### config.mk
export PLATFORM = sky130hd
export DESIGN_NAME = obi_bridge_arbiter
export DESIGN_NICKNAME = d
export VERILOG_FILES = /design/src/rtl/obi_id_fifo.sv /design/src/rtl/obi_bridge_arbiter.sv
export SDC_FILE = /design/constraint.sdc
export NUM_CORES = 1
export LEC_CHECK = 0
export CAP_MARGIN = 15
export CORE_AREA = 2 2 167 169
export DETAILED_ROUTE_END_ITERATION = 6
export DIE_AREA = 0 0 169 171
export GPL_TIMING_DRIVEN = 1
export SYNTH_ARGS = -nofsm -noshare
export SYNTH_HDL_FRONTEND = slang
export SYNTH_SLANG_ARGS = --single-unit
### constraint.sdc
create_clock -name clk_i -period 2.6 [get_ports clk_i]
set_clock_uncertainty 0.05 [all_clocks]
set_input_delay 0.26 -clock clk_i [delete_from_list [all_inputs] [get_ports clk_i]]
set_output_delay 0.26 -clock clk_i [all_outputs]
set_load 0.03 [all_outputs]
### src/rtl/obi_id_fifo.sv
// rtl/obi_id_fifo.sv - in-order queue of requester IDs for outstanding OBI transactions
module obi_id_fifo #(
    parameter  int DEPTH = 8,
    parameter  int WIDTH = 2,
    localparam int CNT_W = $clog2(DEPTH + 1),
    localparam int PTR_W = (DEPTH > 1) ? $clog2(DEPTH) : 1
) (
    input  logic             clk_i,
    input  logic             rst_ni,
    input  logic             push_i,
    input  logic [WIDTH-1:0] push_data_i,
    input  logic             pop_i,
    output logic [WIDTH-1:0] head_o,
    output logic             full_o,
    output logic             empty_o,
    output logic [CNT_W-1:0] count_o
);

    logic [WIDTH-1:0] mem_q [DEPTH];
    logic [WIDTH-1:0] mem_d [DEPTH];
    logic [PTR_W-1:0] wr_ptr_q, wr_ptr_d;
    logic [PTR_W-1:0] rd_ptr_q, rd_ptr_d;
    logic [CNT_W-1:0] count_q, count_d;

    function automatic logic [PTR_W-1:0] ptr_inc(input logic [PTR_W-1:0] p);
        return (p == PTR_W'(DEPTH - 1)) ? '0 : p + PTR_W'(1);
    endfunction

    always_comb begin
        mem_d = mem_q;
        if (push_i) begin
            mem_d[wr_ptr_q] = push_data_i;
        end
        wr_ptr_d = push_i ? ptr_inc(wr_ptr_q) : wr_ptr_q;
        rd_ptr_d = pop_i  ? ptr_inc(rd_ptr_q) : rd_ptr_q;
        count_d  = count_q;
        if (push_i && !pop_i) begin
            count_d = count_q + CNT_W'(1);
        end else if (!push_i && pop_i) begin
            count_d = count_q - CNT_W'(1);
        end
    end

    always_ff @(posedge clk_i or negedge rst_ni) begin
        if (!rst_ni) begin
            wr_ptr_q <= '0;
            rd_ptr_q <= '0;
            count_q  <= '0;
        end else begin
            wr_ptr_q <= wr_ptr_d;
            rd_ptr_q <= rd_ptr_d;
            count_q  <= count_d;
        end
    end

    // Entries are only meaningful below count_q, so the storage needs no reset.
    always_ff @(posedge clk_i) begin
        mem_q <= mem_d;
    end

    assign head_o  = mem_q[rd_ptr_q];
    assign full_o  = (count_q == CNT_W'(DEPTH));
    assign empty_o = (count_q == '0);
    assign count_o = count_q;

endmodule

### src/rtl/obi_bridge_arbiter.sv
// rtl/obi_bridge_arbiter.sv - round-robin arbiter sharing one OBI bridge port with in-order response routing
module obi_bridge_arbiter #(
    parameter  int NUM_REQ         = 4,
    parameter  int ADDR_WIDTH      = 32,
    parameter  int DATA_WIDTH      = 32,
    parameter  int MAX_OUTSTANDING = 8,
    localparam int IDX_W           = $clog2(NUM_REQ),
    localparam int BE_W            = DATA_WIDTH / 8,
    localparam int CNT_W           = $clog2(MAX_OUTSTANDING + 1)
) (
    input  logic                          clk_i,
    input  logic                          rst_ni,
    input  logic [NUM_REQ-1:0]            req_i,
    input  logic [NUM_REQ-1:0]            we_i,
    input  logic [NUM_REQ*ADDR_WIDTH-1:0] addr_i,
    input  logic [NUM_REQ*BE_W-1:0]       be_i,
    input  logic [NUM_REQ*DATA_WIDTH-1:0] wdata_i,
    output logic [NUM_REQ-1:0]            gnt_o,
    output logic [NUM_REQ-1:0]            rvalid_o,
    output logic [DATA_WIDTH-1:0]         rdata_o,
    output logic                          obi_req_o,
    output logic                          obi_we_o,
    output logic [ADDR_WIDTH-1:0]         obi_addr_o,
    output logic [BE_W-1:0]               obi_be_o,
    output logic [DATA_WIDTH-1:0]         obi_wdata_o,
    input  logic                          obi_gnt_i,
    input  logic                          obi_rvalid_i,
    input  logic [DATA_WIDTH-1:0]         obi_rdata_i,
    output logic [CNT_W-1:0]              outstanding_o,
    output logic                          err_unexp_rsp_o
);

    typedef enum logic {ST_ARB, ST_LOCK} state_e;

    state_e           state_q, state_d;
    logic [IDX_W-1:0] rr_ptr_q, rr_ptr_d;
    logic [IDX_W-1:0] lock_idx_q, lock_idx_d;
    logic             err_q, err_d;

    logic [IDX_W-1:0] win_idx, cand, sel_idx, head_idx;
    logic             win_found, sel_valid, grant, pop, fifo_full, fifo_empty;

    function automatic logic [IDX_W-1:0] idx_inc(input logic [IDX_W-1:0] i);
        return (i == IDX_W'(NUM_REQ - 1)) ? '0 : i + IDX_W'(1);
    endfunction

    // Scan from the highest offset down so the last hit is the one nearest rr_ptr_q.
    always_comb begin
        win_found = 1'b0;
        win_idx   = '0;
        cand      = '0;
        for (int i = NUM_REQ - 1; i >= 0; i--) begin
            cand = IDX_W'((int'(rr_ptr_q) + i) % NUM_REQ);
            if (req_i[cand]) begin
                win_found = 1'b1;
                win_idx   = cand;
            end
        end
    end

    always_comb begin
        sel_idx     = (state_q == ST_LOCK) ? lock_idx_q : win_idx;
        sel_valid   = (state_q == ST_LOCK) ? req_i[lock_idx_q] : win_found;
        obi_req_o   = sel_valid && !fifo_full;
        obi_we_o    = we_i[sel_idx];
        obi_addr_o  = addr_i[int'(sel_idx) * ADDR_WIDTH +: ADDR_WIDTH];
        obi_be_o    = be_i[int'(sel_idx) * BE_W +: BE_W];
        obi_wdata_o = wdata_i[int'(sel_idx) * DATA_WIDTH +: DATA_WIDTH];
        grant       = obi_req_o && obi_gnt_i;
        gnt_o       = '0;
        if (grant) begin
            gnt_o[sel_idx] = 1'b1;
        end
        pop      = obi_rvalid_i && !fifo_empty;
        rvalid_o = '0;
        if (pop) begin
            rvalid_o[head_idx] = 1'b1;
        end
        rdata_o = obi_rdata_i;
        err_d   = err_q || (obi_rvalid_i && fifo_empty);
    end

    // A full FIFO freezes the FSM; a pop this cycle only frees a slot for the next.
    always_comb begin
        state_d    = state_q;
        rr_ptr_d   = rr_ptr_q;
        lock_idx_d = lock_idx_q;
        if (!fifo_full) begin
            if (state_q == ST_ARB) begin
                if (win_found && obi_gnt_i) begin
                    rr_ptr_d = idx_inc(win_idx);
                end else if (win_found) begin
                    lock_idx_d = win_idx;
                    state_d    = ST_LOCK;
                end
            end else begin
                if (!req_i[lock_idx_q]) begin
                    state_d = ST_ARB;
                end else if (obi_gnt_i) begin
                    rr_ptr_d = idx_inc(lock_idx_q);
                    state_d  = ST_ARB;
                end
            end
        end
    end

    always_ff @(posedge clk_i or negedge rst_ni) begin
        if (!rst_ni) begin
            state_q    <= ST_ARB;
            rr_ptr_q   <= '0;
            lock_idx_q <= '0;
            err_q      <= 1'b0;
        end else begin
            state_q    <= state_d;
            rr_ptr_q   <= rr_ptr_d;
            lock_idx_q <= lock_idx_d;
            err_q      <= err_d;
        end
    end

    assign err_unexp_rsp_o = err_q;

    obi_id_fifo #(
        .DEPTH (MAX_OUTSTANDING),
        .WIDTH (IDX_W)
    ) u_id_fifo (
        .clk_i       (clk_i),
        .rst_ni      (rst_ni),
        .push_i      (grant),
        .push_data_i (sel_idx),
        .pop_i       (pop),
        .head_o      (head_idx),
        .full_o      (fifo_full),
        .empty_o     (fifo_empty),
        .count_o     (outstanding_o)
    );

endmodule
# Yosys cells after proc, flatten, opt, wreduce, memory -nomap -nowiden
# Index checks and enable logic that the tools add are counted.
# word_totals
ff_bits,32
inputBits,316
# classes
add_sub_neg,9
magnitude_cmp,12
eq_ne,7
shifts,3
mux,49
n_bitwise,5
reduce_logical,20
# op_table
op,count
$shiftx A128 B8 Y32,2
$mux W2,14
$lt A2 B3 Y1 const B,7
$mux W1,18
$bwmux W16,1
$mux W4,4
$shiftx A16 B5 Y4,1
$bmux W1 S2,6
$logic_and A1 B1 Y1,10
$ge A4 B4 Y1 const B,2
$not A3 Y4,2
$reduce_and A4 Y1,2
$add A2 B1 Y2 const B,3
$add A3 B1 Y3 const B,2
$bmux W2 S3,1
$demux W2 S3,1
$eq A3 B3 Y1 const B,2
$mux W3,2
$add A2 B2 Y2 const B,2
$add A4 B1 Y4 const B,1
$demux W1 S2,2
$eq A2 B2 Y1 const B,2
$eq A4 B4 Y1 const B,1
$ge A2 B1 Y1 const B,2
other kinds (9),15

# Logic depth before layout (Yosys ltp)
# Gate-level depths: netlist (run 1).
# logic_depth
word_depth,14
depth_mapped,14

# Cells and area by module
# From an unflattened synthesis (run 1), not the netlist that was laid out.
# unflattened
hier_cells,407
area_unflattened_um2,4250.3
# by_module_without_submodules
mod,n_inst,cells_each,area_each_um2,seq_area_each_um2
obi_bridge_arbiter,1,319,2992.9,150.1
obi_id_fifo,1,88,1257.5,730.7

# Least setup slack after synthesis (run 1)
# Ideal clock, no wire load.
# synth_path
kind,register to register
start,"reg u_id_fifo.count_q[0], in the netlist u_id_fifo.count_o[0]"
end,"reg u_id_fifo.count_q[3], in the netlist u_id_fifo.count_o[3]"
setup_time_ps,136
arrival_ps,2826
required_ps,2414
path_slack_ps,-413
path_stages_with_launch,13
n_path_buf,0
cell_sequence,dfrtp_1 nor4b_1 a211oi_2 nand2_1 inv_2 ha_1 inv_1 ha_1 a21o_1 a21oi_1 xnor2_1 nor2_1 xor2_1
# synth_via
elab_chain_len,7
word_cells_on_any_way,16
classes_between,add/sub: 2; eq/ne: 1; mux: 2; reduce/logical: 11
# synth_lines
element,line,source
from (decl),obi_id_fifo.sv:23,"logic [CNT_W-1:0] count_q, count_d;"
from (signal assigned),obi_id_fifo.sv:52,count_q <= count_d;
$eq A4 B4 Y1 (*),obi_id_fifo.sv:62,assign full_o = (count_q == CNT_W'(DEPTH));
$logic_not A1 Y1 (*),n/a,
$logic_and A1 B1 Y1 (*),obi_bridge_arbiter.sv:64,obi_req_o = sel_valid && !fifo_full;
via obi_req_o,obi_bridge_arbiter.sv:21,"output logic obi_req_o,"
$logic_and A1 B1 Y1 (*),obi_bridge_arbiter.sv:69,grant = obi_req_o && obi_gnt_i;
via grant,obi_bridge_arbiter.sv:41,"logic win_found, sel_valid, grant, pop, fifo_full, fifo_empty;"
$logic_not A1 Y1,obi_id_fifo.sv:39,end else if (!push_i && pop_i) begin
$logic_and A1 B1 Y1,obi_id_fifo.sv:39,
$reduce_bool A2 Y1 (no line),n/a,
# Mark *: on every way through the listed nets, which the timed path passes. The rest lies on a longest branch. The select of a mux whose other input is x is not followed.
# A chain may end at the register's enable or synchronous reset.

# Worst setup path after layout (run 1)
# layout_path
start,reg state_q
end,out obi_wdata_o[26]
# layout_via
elab_chain_len,2
# layout_lines
element,line,source
from (decl),obi_bridge_arbiter.sv:35,"state_e state_q, state_d;"
from (signal assigned),obi_bridge_arbiter.sv:114,state_q <= state_d;
$mux W2,obi_bridge_arbiter.sv:62,sel_idx = (state_q == ST_LOCK) ? lock_idx_q : win_idx;
$shiftx A128 B8 Y32,obi_bridge_arbiter.sv:68,obi_wdata_o = wdata_i[int'(sel_idx) * DATA_WIDTH +: DATA_WIDTH];
to (decl),obi_bridge_arbiter.sv:25,"output logic [DATA_WIDTH-1:0] obi_wdata_o,"
# No other way between the ends.

==> results.md, run 1 <==
- CP top delay family: buffers and inverters
- Worst path arrival time: 2350 ps
- Reg2reg path depth: 13
- VDD IR-drop max: 0.001122 V
- Critical Path End Type: output port
- Max incr delay on CP: 460 ps
- Final Hold Violating Endpoints: 0
- Die Area: 28900 sq um
- Register area share after synthesis: 19.94%
- Count of antenna-violating nets left after detailed routing: 0
- Routed wl met3: 1404 microns
- Crit Path Class: reg2out
- Register area: 884.6 sq um
- Critical R2R Launch: lock_idx_q[0]
- Area Growth Syn to Fin: 136.0%
- Distinct cells, synth: 47
- First-pass DRT Iterations: 4
- Multi-input logic area: 3666 sq um
- Most instantiated library cell after synthesis: nand2_1
- RR Endpoint: u_id_fifo.count_o[3]
- Placed Cells: 1278
- Most used DFF post-synth: edfxtp_1
- Fin cells: 1320
- Status: complete, but fails checks
- Maxcap violations: 0
- Clock latency on the worst-skew pair: 270 ps
- FF-to-FF setup slack: 120 ps
- Post-synthesis instance area: 4417 sq um
- WL final: 22260 microns
- CP startpoint: state_q
- Sink Count: 32
- Starting Density: 16.16%
- Crit path required time: 2290 ps
- CTS clk-pin slew, worst paths: 60 ps
- WP buf/inv: 6
- Endpoints failing setup: 33
- Crit share post-route: 102.3%
- Iter 0 DRT Violations: 148
- Synth async-reset ratio: 50.00%
- PwrDens: 1607 nW/um^2
- Slew margin rel.: 46.86%
- H-tree Lvls: 2
- RSZ-0062 raised after global routing: yes
- First-pass GRT wire length: 30730 microns
- Max Transition Viols Final: 0
- Syn_area_per_cell: 7.735 sq um
- Gpl congestion: 0.7969
- Drt wl/cell: 16.86 microns
- Fillers: 2764
- Failing checks: negative setup slack
- Yosys top cell by area: nand2_1
- Crit Path Max Fanout: 7
- Total Nets Final: 1298
- Die Width: 169 microns
- Maximum clock frequency: 376.0 MHz
- Total gr overflow: 0
- DRC viols: 0
- Vias/cell: 4.494
- Clock buffer count from CTS: 5
- Hold WS: 399.9 ps
- Layout cells sized above 1: 42.40%
- Clock Root Buffer: clkbuf_16
- Final min period: 2660 ps
- Synth area leaders: nand2_1 13%, a21oi_1 12%, a22oi_2 11%
- Max clock buf depth: 2
- CTS tree: yes
- Hold crit path type: in2async
- Largest net degree at the start of global routing: 30
- Initial antenna violation count: 2
- Gr usage total: 13.33%
- Met1 wire length: 8873 microns
- Placed wire-length estimate: 15960 microns
- TNS Setup: -671.0 ps
- I/O pin cnt: 431
- PortBufs: 366
- Seq cells post-synth: 32
- DR WL met2: 11700 microns
- Vias in the first global route: 5745
- Mapped Cells: 571
- Std cell rows: 61
- Die height: 171 microns
- Antenna Cells: 0
- Vias: 5932
- Net Count, Synth: 896
- Worst path cell trace: nand2b_4 > nor4_1 > buf_4 > nor3_4 > buf_6 > clkinv_8 > buf_12 > buf_12 > a21oi_2 > a22oi_1 > buf_4
- Post-synth EDFFs: 16
- Core Footprint: 27320 sq um
- Max Used Layer: met5
- Synth top cells by count: 148 x nand2_1, 102 x a21oi_1, 40 x a21oi_2, 40 x a22oi_2, 39 x buf_4
- Cell leakage power: 3.999 nW
- CP max stage cell: dfrtp_2
- Actual slew at the worst max-slew pin: 794.6 ps
- Place WS: -302.0 ps
- CP Launch Type: flop
- Fin worst setup slack: -59.57 ps
- Post-synth top area share: 12.58%
- Synth warn: 0
- CTS hold repair buffers: 0
[cells by family (layout without fill, tap and decap cells)]
group | count (synthesis) | after routing | share of synthesized area, %
multiplexers | 17 | 17 | 5.553
flip-flops | 32 | 32 | 19.94
XOR/XNOR | 4 | 4 | 0.7933
AO/OA/AOI/OAI | 227 | 227 | 38.58
buffers and inverters | 89 | 492 | 13.68
AND/OR/NAND/NOR | 193 | 193 | 18.72
adder cells (fa/ha/maj) | 9 | 9 | 2.720
[flip-flops by register name, summed over array words and instances (netlist names)]
name / flops
rr_ptr_q: 2
u_id_fifo.mem_q: 16
u_id_fifo.count_o: 4
err_unexp_rsp_o: 1
state_q: 1
u_id_fifo.wr_ptr_q: 3
lock_idx_q: 2
u_id_fifo.rd_ptr_q: 3
[worst max path at each step]
stage | endpoint | cells after the start
global placement | obi_addr_o[9] | 11
detailed placement | u_id_fifo.count_o[3] | 13
finish | obi_wdata_o[26] | 11
CTS | obi_addr_o[9] | 11
floorplan | u_id_fifo.count_o[3] | 13
global route | obi_wdata_o[26] | 11
[power by group]
part           leakage [nW]  switching (mW)  internal [mW]  total, mW
Clock                0.0660           0.220          0.355      0.576
Sequential            0.331           0.222          0.764      0.986
Combinational          3.60            7.84           7.35       15.2
Total                  4.00            8.28           8.47       16.8
[placed cells by master, fill, tap and decap left out, drive strengths merged, types with 2 or more instances in the layout]
cell type,instances
clkbuf,12
nor2b,3
nand2,148
clkdlybuf4s50,284
mux2,10
nor3,4
mux2i,2
buf,177
a21o,3
mux4,5
dfrtp,16
or3,2
edfxtp,16
ha,8
nand2b,4
clkinvlp,2
clkinv,3
inv,6
nor4b,6
nor4,7
nor2,12
or2,4
xnor2,3
a21oi,142
a211oi,2
dlygate4sd2,8
a22oi,69
o21ai,3
[stage by stage]
| stage | power [mW] | instance area (sq um) | util [%] |
|---|---|---|---|
| after detailed placement | 12.62 | 8637 | 31.61 |
| after global placement | 12.56 | 8637 | 31.61 |
| after floorplan | 8.193 | 4474 | - |
| after CTS | 15.31 | 9641 | 35.28 |
| after global routing | 17.73 | 10420 | 38.14 |
| final | 16.75 | 10420 | 38.14 |
[final cells by class]
class | count | area share [%]
Timing Repair Buffer | 476 | 50.18
Multi-Input combinational cell | 450 | 35.17
Clock buffer | 5 | 1.200
Tap cell | 346 | 4.154
Inverter | 8 | 0.5762
Sequential cell | 32 | 8.487
Clock inverter | 3 | 0.2281
[timing repair]
action | 4_1_cts | 5_1_grt
setup buffers | 13 | 11
gates resized for setup | 137 | 140
cloned | 9 | 8
pin swaps | 56 | 74
endpoints found under the setup margin | 75 | 73
[per-layer routing]
metal / GRT usage [%] / up-vias
li1: - / 2843
met1: 15.75 / 2821
met2: 25.05 / 242
met3: 3.192 / 22
met4: 1.598 / 4
met5: 0 / -
Note: power is estimated with default switching activity, not from simulation.
==> run 2, diff against run 1 <==
- HOLD_SLACK_MARGIN: unset -> 0.03
==> results of run 2 <==
The final DEF is identical to that of run 1; final timing and power are the same.
==> run 3, diff against run 2 <==
- ABC_AREA: unset -> 1
==> run 3 against run 2 <==
The flow still finishes with violations (negative setup slack). Die area is the same. Maximum frequency shrank 6.5%. Synthesized area grew 10%. First-iteration DRC count grew 110%. Design area grew 2.2%. Sequential cell count is the same. Critical path type unchanged. Synthesized cell count grew 62%.
==> results.md, run 3 <==
- Gpl congestion: 0.8893 (+12%)
- Max clock buf depth: 2 (unchanged)
- Synth area leaders: nand2_1 41%, nand3_1 15%, edfxtp_1 9.9%
- Max Transition Viols Final: 0 (unchanged)
- CTS clk-pin slew, worst paths: 50 ps (about the same)
- Most used DFF post-synth: edfxtp_1
- FF-to-FF setup slack: 30 ps (-90 ps)
- CTS tree: yes
- Maximum clock frequency: 351.5 MHz (-6.5%)
- CP endpoint: obi_addr_o[17]
- Slew margin rel.: 48.15% (+1.3 points)
- Synth warn: 0 (unchanged)
- Placed wire-length estimate: 19480 microns (+22%)
- I/O pin cnt: 431 (unchanged)
- Initial antenna violation count: 0 (-2)
- Endpoints failing setup: 73 (+120%)
- Critical R2R Launch: rr_ptr_q[0]
- First-pass DRT Iterations: 4 (unchanged)
- Worst path arrival time: 2530 ps (+180 ps)
- H-tree Lvls: 2 (unchanged)
- Starting Density: 17.78% (+1.6 points)
- Commonest cells after routing, fill and taps aside: 395 x nand2_1, 288 x clkdlybuf4s50_1, 143 x nand3_1
- CP Launch Type: flop
- First-pass GRT wire length: 37610 microns (+22%)
- Antenna Cells: 0 (unchanged)
- Clock buffer count from CTS: 5 (unchanged)
- DRC viols: 0 (unchanged)
- Yosys top cell by area: nand2_1
- Reg2reg path depth: 18 (+5)
- Largest net degree at the start of global routing: 39 (+30%)
- Crit share post-route: 109.4% (+7.1 points)
- Post-synth EDFFs: 16 (unchanged)
- Failing checks: negative setup slack
- Clock Root Buffer: clkbuf_16
- Synth top cells by count: 533 x nand2_1, 150 x nand3_1, 43 x buf_4
- Most used routing layer: met2
- Mapped Cells: 927 (+62%)
- Layout cells sized above 1: 26.62% (-16 points)
- Register area share after synthesis: 18.13% (-1.8 points)
- Met1 usage: 18.34% (+2.6 points)
- Post-synth top area share: 41.18% (+29 points)
- Fin worst setup slack: -244.8 ps (-185.2 ps)
- Critical Path End Type: output port
- Vias in the first global route: 7011 (+22%)
- RR Endpoint: u_id_fifo.count_o[3]
- Crit Path Class: reg2out
- Count of antenna-violating nets left after detailed routing: 0 (unchanged)
- Maxcap violations: 0 (unchanged)
- Net Count, Synth: 1252 (+40%)
- Die height: 171 microns (unchanged)
- Crit path required time: 2290 ps (about the same)
- Distinct cells, synth: 33 (-30%)
- Largest register FFs: 16 (unchanged)
- Hold crit path type: in2async
- RSZ-0062 raised after global routing: yes
- Final min period: 2845 ps (+185.2 ps)
- Final Hold Violating Endpoints: 0 (unchanged)
- GR Util met3: 5.020% (+1.8 points)
- Placed cell areas: 9057 sq um (+4.9%)
- Vias: 7307 (+23%)
- Area Growth Syn to Fin: 119.3%
- Vias/cell: 4.450 (-0.98%)
- Commonest non-fill, non-tap cell in the layout: nand2_1
- Syn_area_per_cell: 5.241 sq um (-32%)
- Post-synthesis instance area: 4858 sq um (+10%)
- Crit Path Max Fanout: 8 (+1)
- Largest Register: u_id_fifo.mem_q
- Total Nets Final: 1620 (+25%)
- Seq cells post-synth: 32 (unchanged)
- Drt wl/cell: 16.58 microns (-1.7%)
- Synth async-reset ratio: 50.00% (unchanged)
- Iter 0 DRT Violations: 318 (+110%)
- Actual slew at the worst max-slew pin: 775.3 ps (-19.31 ps)
- Design Area, Final: 10650 sq um (+2.2%)
- CP startpoint: rr_ptr_q[0]
- Sink Count: 32 (unchanged)
- WL final: 27230 microns (+22%)
- Die Width: 169 microns (unchanged)
- CTS hold repair buffers: 0 (unchanged)
- Die Area: 28900 sq um (unchanged)
- PortBufs: 366 (unchanged)
- Total gr overflow: 0 (unchanged)
- Status: complete, but fails checks
- Core Footprint: 27320 sq um (unchanged)
- Most instantiated library cell after synthesis: nand2_1
- Clock latency on the worst-skew pair: 280 ps (about the same)
- Std cell rows: 61 (unchanged)
- Gr usage total: 16.69% (+3.4 points)
- Grt met2 use: 31.33% (+6.3 points)
==> run 3: cell types whose count changed in the layout (fill, tap and decap cells not counted), sizes merged, moves of 5 or more <==
cell         change
nor4             -7
a21oi          -138
a22oi           -69
mux2             -9
buf             -22
inv             +19
mux4             -5
nor2            +21
nor4b            -6
nand2          +388
o21ai           +21
dlygate4sd2      -6
nand3          +151
==> run 3: how the worst min path moves through the flow <==
stage | startpoint | to | cells after the start
6_report | rst_ni | err_unexp_rsp_o | 1
2_1_floorplan | rst_ni | err_unexp_rsp_o | 0
3_3_place_gp | err_unexp_rsp_o | err_unexp_rsp_o | 1
5_1_grt | rst_ni | u_id_fifo.wr_ptr_q[1] | 1
4_1_cts | rst_ni | err_unexp_rsp_o | 1
3_5_place_dp | err_unexp_rsp_o | err_unexp_rsp_o | 1
==> run 3: kinds of logic (layout without fill, tap and decap cells) <==
group | after synthesis | count (layout) | synth area share, %
adders and majority gates | 9 | 9 | 2.472
DFF | 32 | 32 | 18.13
muxes | 1 | 1 | 0.2318
AOI/OAI and AO/OA | 36 | 36 | 4.250
xor gates and xnor gates | 4 | 4 | 0.7212
buffers and inverters | 119 | 487 | 13.47
and+or+nand+nor | 726 | 727 | 60.73
==> run 3: layout make-up <==
| cell class | count | area, sq um |
|---|---|---|
| fillers | 2824 | 16670 |
| repair buffers | 454 | 5121 |
| multi-input cells | 777 | 3965 |
| flip-flops and latches | 32 | 885.9 |
| well taps | 346 | 432.9 |
| clock buffers | 5 | 125.1 |
| inverters | 25 | 103.9 |
| clock inverters | 3 | 18.77 |
==> run 3: worst max-delay path: stages, from the launching register on <==
cell and delay, ps:
dfrtp_2 450, buf_6 150, nand2_2 110, nand3_2 110
nand2_2 90, nand3_2 90, nand2_2 100, nand2_4 60
nand3_4 180, nand2_8 140, buf_12 200, clkbuf_16 160
nand2_1 60, nand2_1 50, nand2_1 70, nand2_1 70
buf_6 140
==> run 3: metal layers <==
layer  up-vias  part of all wire [%]
met2       299                    52
li1       3646                     -
met3        33                   8.1
met1      3329                    38
met4         0                   2.2
met5         -                     0
==> run 3: stage by stage <==
| step | setup WS, ps | cells | util [%] | setup TNS, ps | hold WS [ps] |
|---|---|---|---|---|---|
| 2_1_floorplan | 21.02 | 927 | - | 0 | -85.59 |
| 3_3_place_gp | -162.0 | 1599 | 33.15 | -2947 | 411.3 |
| 3_5_place_dp | -203.8 | 1599 | 33.15 | -4711 | 430.0 |
| 4_1_cts | -161.1 | 1634 | 36.79 | -7395 | 405.3 |
| 5_1_grt | -323.0 | 1642 | 38.99 | -19040 | 443.8 |
| 6_report | -244.8 | 1642 | 38.99 | -11160 | 390.8 |
==> run 3: what timing repair did <==
action | 4_1_cts | 5_1_grt
cloned | 12 | 5
setup buffers | 15 | 4
resized for setup | 120 | 148
pin swaps | 21 | 51
endpoints found under the setup margin | 76 | 76
Power of run 3 is left out: the tool's default activity adds up to more than one toggle a clock period on the data nets, which glitch-free logic cannot reach.
